### config.mk
export PLATFORM = sky130hd
export DESIGN_NAME = writeback_stage
export DESIGN_NICKNAME = d
export VERILOG_FILES = /design/src/rtl/cpu_pkg.sv /design/src/rtl/load_extender.sv /design/src/rtl/writeback_stage.sv
export SDC_FILE = /design/constraint.sdc
export NUM_CORES = 1
export LEC_CHECK = 0
export ABC_AREA = 1
export CORE_ASPECT_RATIO = 1.5
export CORE_MARGIN = 2
export CORE_UTILIZATION = 43
export CTS_CLUSTER_DIAMETER = 100
export DETAILED_ROUTE_END_ITERATION = 12
export GPL_ROUTABILITY_DRIVEN = 0
export PLACE_DENSITY = 0.86
export SLEW_MARGIN = 20
export SYNTH_ARGS = -nofsm -noshare
export SYNTH_HDL_FRONTEND = slang
export SYNTH_SLANG_ARGS = --single-unit
### constraint.sdc
create_clock -name clk -period 1.5 [get_ports clk]
set_input_delay 0.225 -clock clk [delete_from_list [all_inputs] [get_ports clk]]
set_output_delay 0.225 -clock clk [all_outputs]
set_load 0.02 [all_outputs]
### src/rtl/cpu_pkg.sv
// -----------------------------------------------------------------------------
// cpu_pkg
// Shared types and helpers for the CPU pipeline writeback stage.
//   wb_state_t   : writeback stage FSM states (idle / waiting on a load)
//   BYTE_W       : width of a byte load
//   MAX_DATA_W   : widest datapath load_extend() can serve
//   load_extend(): sign/zero extension of a load result
// -----------------------------------------------------------------------------
package cpu_pkg;

  localparam int BYTE_W     = 8;
  localparam int MAX_DATA_W = 64;

  typedef enum logic {
    WB_IDLE,
    WB_WAIT
  } wb_state_t;

  // Works on the widest supported datapath; callers zero-extend their data in
  // and truncate the result back to their own width. Truncation keeps the
  // correct low bits because the extension only ever affects the upper bits.
  function automatic logic [MAX_DATA_W-1:0] load_extend(
    input logic [MAX_DATA_W-1:0] data,
    input logic                  is_byte,
    input logic                  is_signed
  );
    logic [MAX_DATA_W-1:0] result;
    if (is_byte) begin
      result = {{(MAX_DATA_W-BYTE_W){is_signed & data[BYTE_W-1]}}, data[BYTE_W-1:0]};
    end else begin
      result = data;
    end
    return result;
  endfunction

endpackage

### src/rtl/load_extender.sv
// -----------------------------------------------------------------------------
// load_extender
// Combinational load-data formatter shared by the immediate and delayed load
// paths of the writeback stage.
// Ports:
//   data      in  DATA_W  raw load data from data memory
//   is_byte   in  1       load is 8-bit (else full width)
//   is_signed in  1       sign-extend a byte load (else zero-extend)
//   result    out DATA_W  extended load value
// -----------------------------------------------------------------------------
module load_extender
  import cpu_pkg::*;
#(
  parameter int DATA_W = 16
) (
  input  logic [DATA_W-1:0] data,
  input  logic              is_byte,
  input  logic              is_signed,
  output logic [DATA_W-1:0] result
);

  assign result = DATA_W'(load_extend(MAX_DATA_W'(data), is_byte, is_signed));

endmodule

### src/rtl/writeback_stage.sv
// -----------------------------------------------------------------------------
// writeback_stage
// Registered MEM/WB pipeline stage. Selects the register-file writeback value
// from the ALU result, a (sign/zero-extended) data-memory load, or the
// semaphore read bit. Loads whose data is not returned in the accept cycle
// park the stage in WB_WAIT and stall the pipeline until dmem_rvalid arrives
// or the optional timeout expires.
//
// Optional feature macro: WB_FORWARD_EN
//   Adds fwd_valid/fwd_data, a combinational bypass of the value that will be
//   written at the next edge, for EX-stage forwarding.
//
// Ports:
//   clk, rst                    clock (rising edge), async active-high reset
//   suspend_cpu                 global freeze, all state holds
//   mem_*                       MEM-stage instruction and its control bits
//   dmem_rvalid, dmem_rdata     data-memory read return
//   wb_regfile_writeback        registered writeback value
//   wb_rd_id                    registered destination register
//   wb_reg_write                one-cycle register-file write strobe
//   wb_stall                    load outstanding, upstream must hold
//   wb_load_timeout             sticky load-timeout error flag
//   fwd_valid, fwd_data         (WB_FORWARD_EN only) same-cycle bypass
// -----------------------------------------------------------------------------
module writeback_stage
  import cpu_pkg::*;
#(
  parameter int DATA_W       = 16,
  parameter int REG_ID_W     = 4,
  parameter int LOAD_TIMEOUT = 15
) (
  input  logic                clk,
  input  logic                rst,
  input  logic                suspend_cpu,
  input  logic                mem_valid,
  input  logic [DATA_W-1:0]   mem_alu_result,
  input  logic [REG_ID_W-1:0] mem_rd_id,
  input  logic                mem_reg_write,
  input  logic                mem_mem_to_reg,
  input  logic                mem_load_byte,
  input  logic                mem_load_signed,
  input  logic                mem_sema_read_performed,
  input  logic                mem_sema_writeback,
  input  logic                dmem_rvalid,
  input  logic [DATA_W-1:0]   dmem_rdata,
  output logic [DATA_W-1:0]   wb_regfile_writeback,
  output logic [REG_ID_W-1:0] wb_rd_id,
  output logic                wb_reg_write,
  output logic                wb_stall,
  output logic                wb_load_timeout
`ifdef WB_FORWARD_EN
  ,
  output logic                fwd_valid,
  output logic [DATA_W-1:0]   fwd_data
`endif
);

  // The counter runs 0 .. LOAD_TIMEOUT-1 across the WAIT cycles; the timeout
  // fires in the WAIT cycle where it holds CNT_LAST.
  localparam int CNT_W = (LOAD_TIMEOUT > 1) ? $clog2(LOAD_TIMEOUT) : 1;
  localparam logic [CNT_W-1:0] CNT_LAST = CNT_W'((LOAD_TIMEOUT > 0) ? LOAD_TIMEOUT - 1 : 0);

  wb_state_t             state_q, state_d;
  logic [CNT_W-1:0]      cnt_q, cnt_d;
  logic [REG_ID_W-1:0]   lat_rd_id_q, lat_rd_id_d;
  logic                  lat_reg_write_q, lat_reg_write_d;
  logic                  lat_byte_q, lat_byte_d;
  logic                  lat_signed_q, lat_signed_d;
  logic [DATA_W-1:0]     data_q, data_d;
  logic [REG_ID_W-1:0]   rd_q, rd_d;
  logic                  rw_q, rw_d;
  logic                  timeout_q, timeout_d;
  logic                  stall;

  logic                  is_load;
  logic                  ext_byte;
  logic                  ext_signed;
  logic [DATA_W-1:0]     load_data;

  assign is_load = mem_mem_to_reg & ~mem_sema_read_performed;

  // One extender serves both paths: in WAIT the MEM-stage controls have moved
  // on, so the latched copies steer the extension instead.
  assign ext_byte   = (state_q == WB_WAIT) ? lat_byte_q   : mem_load_byte;
  assign ext_signed = (state_q == WB_WAIT) ? lat_signed_q : mem_load_signed;

  load_extender #(
    .DATA_W(DATA_W)
  ) u_load_extender (
    .data     (dmem_rdata),
    .is_byte  (ext_byte),
    .is_signed(ext_signed),
    .result   (load_data)
  );

  always_comb begin
    // NOTE: every next-state variable is given its hold value first, so no
    // branch can leave one unassigned and infer a latch.
    state_d         = state_q;
    cnt_d           = cnt_q;
    lat_rd_id_d     = lat_rd_id_q;
    lat_reg_write_d = lat_reg_write_q;
    lat_byte_d      = lat_byte_q;
    lat_signed_d    = lat_signed_q;
    data_d          = data_q;
    rd_d            = rd_q;
    rw_d            = 1'b0;
    timeout_d       = timeout_q;
    stall           = 1'b0;

    if (suspend_cpu) begin
      // Frozen: everything holds, the write strobe stays low.
      stall = (state_q == WB_WAIT);
    end else begin
      case (state_q)
        WB_IDLE: begin
          if (mem_valid) begin
            if (!is_load) begin
              data_d = mem_mem_to_reg ? DATA_W'(mem_sema_writeback) : mem_alu_result;
              rd_d   = mem_rd_id;
              rw_d   = mem_reg_write;
            end else if (dmem_rvalid) begin
              data_d = load_data;
              rd_d   = mem_rd_id;
              rw_d   = mem_reg_write;
            end else begin
              lat_rd_id_d     = mem_rd_id;
              lat_reg_write_d = mem_reg_write;
              lat_byte_d      = mem_load_byte;
              lat_signed_d    = mem_load_signed;
              cnt_d           = '0;
              state_d         = WB_WAIT;
              stall           = 1'b1;
            end
          end
        end
        WB_WAIT: begin
          if (dmem_rvalid) begin
            data_d  = load_data;
            rd_d    = lat_rd_id_q;
            rw_d    = lat_reg_write_q;
            cnt_d   = '0;
            state_d = WB_IDLE;
          end else begin
            stall = 1'b1;
            if ((LOAD_TIMEOUT != 0) && (cnt_q == CNT_LAST)) begin
              timeout_d = 1'b1;
              cnt_d     = '0;
              state_d   = WB_IDLE;
            end else begin
              cnt_d = cnt_q + CNT_W'(1);
            end
          end
        end
        default: state_d = WB_IDLE;
      endcase
    end
  end

  always_ff @(posedge clk or posedge rst) begin
    if (rst) begin
      state_q         <= WB_IDLE;
      cnt_q           <= '0;
      lat_rd_id_q     <= '0;
      lat_reg_write_q <= 1'b0;
      lat_byte_q      <= 1'b0;
      lat_signed_q    <= 1'b0;
      data_q          <= '0;
      rd_q            <= '0;
      rw_q            <= 1'b0;
      timeout_q       <= 1'b0;
    end else begin
      // NOTE: non-blocking assignments so every register samples the
      // pre-edge values and the stage updates as one.
      state_q         <= state_d;
      cnt_q           <= cnt_d;
      lat_rd_id_q     <= lat_rd_id_d;
      lat_reg_write_q <= lat_reg_write_d;
      lat_byte_q      <= lat_byte_d;
      lat_signed_q    <= lat_signed_d;
      data_q          <= data_d;
      rd_q            <= rd_d;
      rw_q            <= rw_d;
      timeout_q       <= timeout_d;
    end
  end

  assign wb_regfile_writeback = data_q;
  assign wb_rd_id             = rd_q;
  // A strobe registered just before a freeze must not reach the register file
  // while frozen; rw_d is also low under suspend so it cannot reappear later.
  assign wb_reg_write         = rw_q & ~suspend_cpu;
  // Stall is combinational from the MEM inputs in IDLE, so reset must mask it.
  assign wb_stall             = stall & ~rst;
  assign wb_load_timeout      = timeout_q;

`ifdef WB_FORWARD_EN
  assign fwd_valid = rw_d & ~rst;
  assign fwd_data  = data_d;
`endif

endmodule

==> metrics.csv <==
metric,value,unit
status,"complete, but fails checks",
failed_checks,setup timing,
layout_setup_ws,-0.0308,ns
wire_per_inst,13.2,um
hp-class,in2reg,
cp_top_family,flip-flops,
dieArea,5220,um2
cts.path.max_buffers,2,
mostFrequentLayoutCell,nand2_1,
maxCapViolations,0,
first_pass_iters,4,
clk_latency,0.29,ns
worstPathCellList,buf_6 -> nand2_4 -> nand2_2 -> o21ai_2 -> inv_1 -> buf_6,
grt_overflow_total,0,
syn_avg_cell_area,7.12,um2
fillers,349,
fmax,0.653,GHz
coreArea,4500,um2
vias_per_cell,5.01,
tightest_slew,0.434,ns
drive_above_1_share,0.198,
ys_ff_latch,34,
start_util,0.444,
grt_max_degree,35,
min_period_over_period,1.02,
fin_cells,427,
holdWs,0.325,ns
grt_pass1_wl,8940,um
syn_inst,281,
syn2layout_area_growth,58.7,%
drt-initial-drc-count,103,
track_usage,0.226,
startpoint_type,flop,
clock-root-buffer,clkbuf_8,
fp.dieW,59.7,um
antenna_found_initial,0,
min_period,1.53,ns
arrival,1.31,ns
rsz0062_at_grt,yes,
drc,0,
hold_buffers,0,
post-place-cells,416,
vias,2140,
p_per_area,1260,nW/um2
max_stage_delay,0.42,ns
seq_area,851,um2
yosysSeqAreaShare,0.426,
leakagePower,0.00167,uW
fp.dieH,87.5,um
hold_viol,0,
diodes,0,
cts_buffers,5,
path_clk_slew,0.07,ns
fin_worst_skew,0.00459,ns
synth_edf_count,0,
ioPinCount,70,
crit_required,1.27,ns
nNetsFinal,427,
cts.htree.levels,2,
cp-end-kind,output port,
postRouteAntennaNets,0,
multi_input_area,1010,um2
drv_slew,0,
critPathSlowestCell,dfrtp_1,
syn-cell-area,2000,um2
final_cell_mix,"nand2_1, clkdlybuf4s50_1, inv_1",
wirelength,5660,um
grt_pass1_vias,2074,
tritoncts,built,
critPathKind,reg2out,
cts.sinks,34,
placementRows,30,
synth_nets,330,
maxSlewHeadroom,0.710,
ys.warnings.count,0,
cp_common_cell,buf_6,
worst_ir_drop_vdd,891,uV
setup_violations,3,
ys_types,27,
crit_fanout,4,
hpwl,4130,um
crit_buf_inv,3,
port_buffers,69,
synthArstFlopShare,1.00,
ys.flop_type,dfrtp_1,
-- what timing repair did --
item                                    4_1_cts  5_1_grt
endpoints found under the setup margin       19       28
gates resized for setup                      15       45
pin swaps                                     1        8
cloned                                        0        1
buffers inserted                              0        2
-- tightest hold or removal path, stage by stage --
cell	delay [ns]
dlymetal6s2s_1	0.15
nor3_4	0.07
nand3_1	0.09
nand2_1	0.05
-- power by group --
part	leakage, uW	switching [uW]	internal (uW)
clock network	0.0000482	345	370
registers	0.000423	192	1200
logic	0.00120	1020	865
total	0.00167	1560	2440
-- synthesized netlist by cell type, types with 3 or more instances --
master    n  area (um2)
inv_2     4        15.0
nor2_2    3        18.8
nor2_1   31         116
inv_1    37         139
o21ai_0  18        90.1
buf_2     7        35.0
a21oi_1  17        85.1
o21ai_1  15        75.1
nand2_1  78         293
dfrtp_1  34         851
nand3_1  15        75.1
-- path summary, 6_finish.rpt --
path / endpoint / startpoint / cells past startpoint / slack [ns]
max in group asynchronous: wb_regfile_writeback[13] / rst / 3 / 0.74
worst min-delay path: lat_byte_q / suspend_cpu / 4 / 0.33
worst max-delay path: wb_stall / state_q / 6 / -0.03
worst max register to register: cnt_q[3] / state_q / 8 / -0.03
min in group asynchronous: lat_signed_q / rst / 3 / 0.45
worst min register to register: wb_load_timeout / wb_load_timeout / 1 / 0.49
-- cells by family after synthesis --
logic type | synth area share
buffers and inverters | 0.110
adders and majority gates | 0.0125
DFF | 0.426
and+or+nand+nor | 0.301
AOI/OAI and AO/OA | 0.151
-- state kept, by name, summed over array words and instances, names as in the netlist --
register,flops
wb_regfile_writeback,16
cnt_q,4
lat_rd_id_q,4
wb_rd_id,4
lat_byte_q,1
lat_reg_write_q,1
lat_signed_q,1
rw_q,1
state_q,1
wb_load_timeout,1
-- routing by layer --
layer,vias to the layer above,global-route usage,share of wire
met2,71,0.401,0.55
met3,11,0.0431,0.051
met5,-,0,0
li1,1077,-,-
met1,981,0.249,0.38
met4,0,0.109,0.019
-- area by class of cell --
class                   instances  share of cell area
multi-input cells             195               0.319
clock inverters                 1             0.00158
clock buffers                   7              0.0272
inverters                      41              0.0505
repair buffers                100               0.312
repair inverters                1             0.00237
well taps                      48              0.0189
flip-flops and latches         34               0.268
-- per-stage QoR --
step / worst slack [ns] / setup TNS [ns] / total power, uW / cell area (um2) / utilization
3_5_place_dp: -0.573 / -6.06 / 3220 / 2930 / 0.651
6_report: -0.0308 / -0.0726 / 3990 / 3170 / 0.704
3_3_place_gp: -0.544 / -5.50 / 3130 / 2930 / 0.651
5_1_grt: -0.0797 / -0.381 / 4240 / 3170 / 0.704
4_1_cts: -0.229 / -0.229 / 3890 / 3020 / 0.669
2_1_floorplan: 0.141 / 0 / 2350 / 2000 / -
Note: power is estimated with default switching activity, not from simulation.
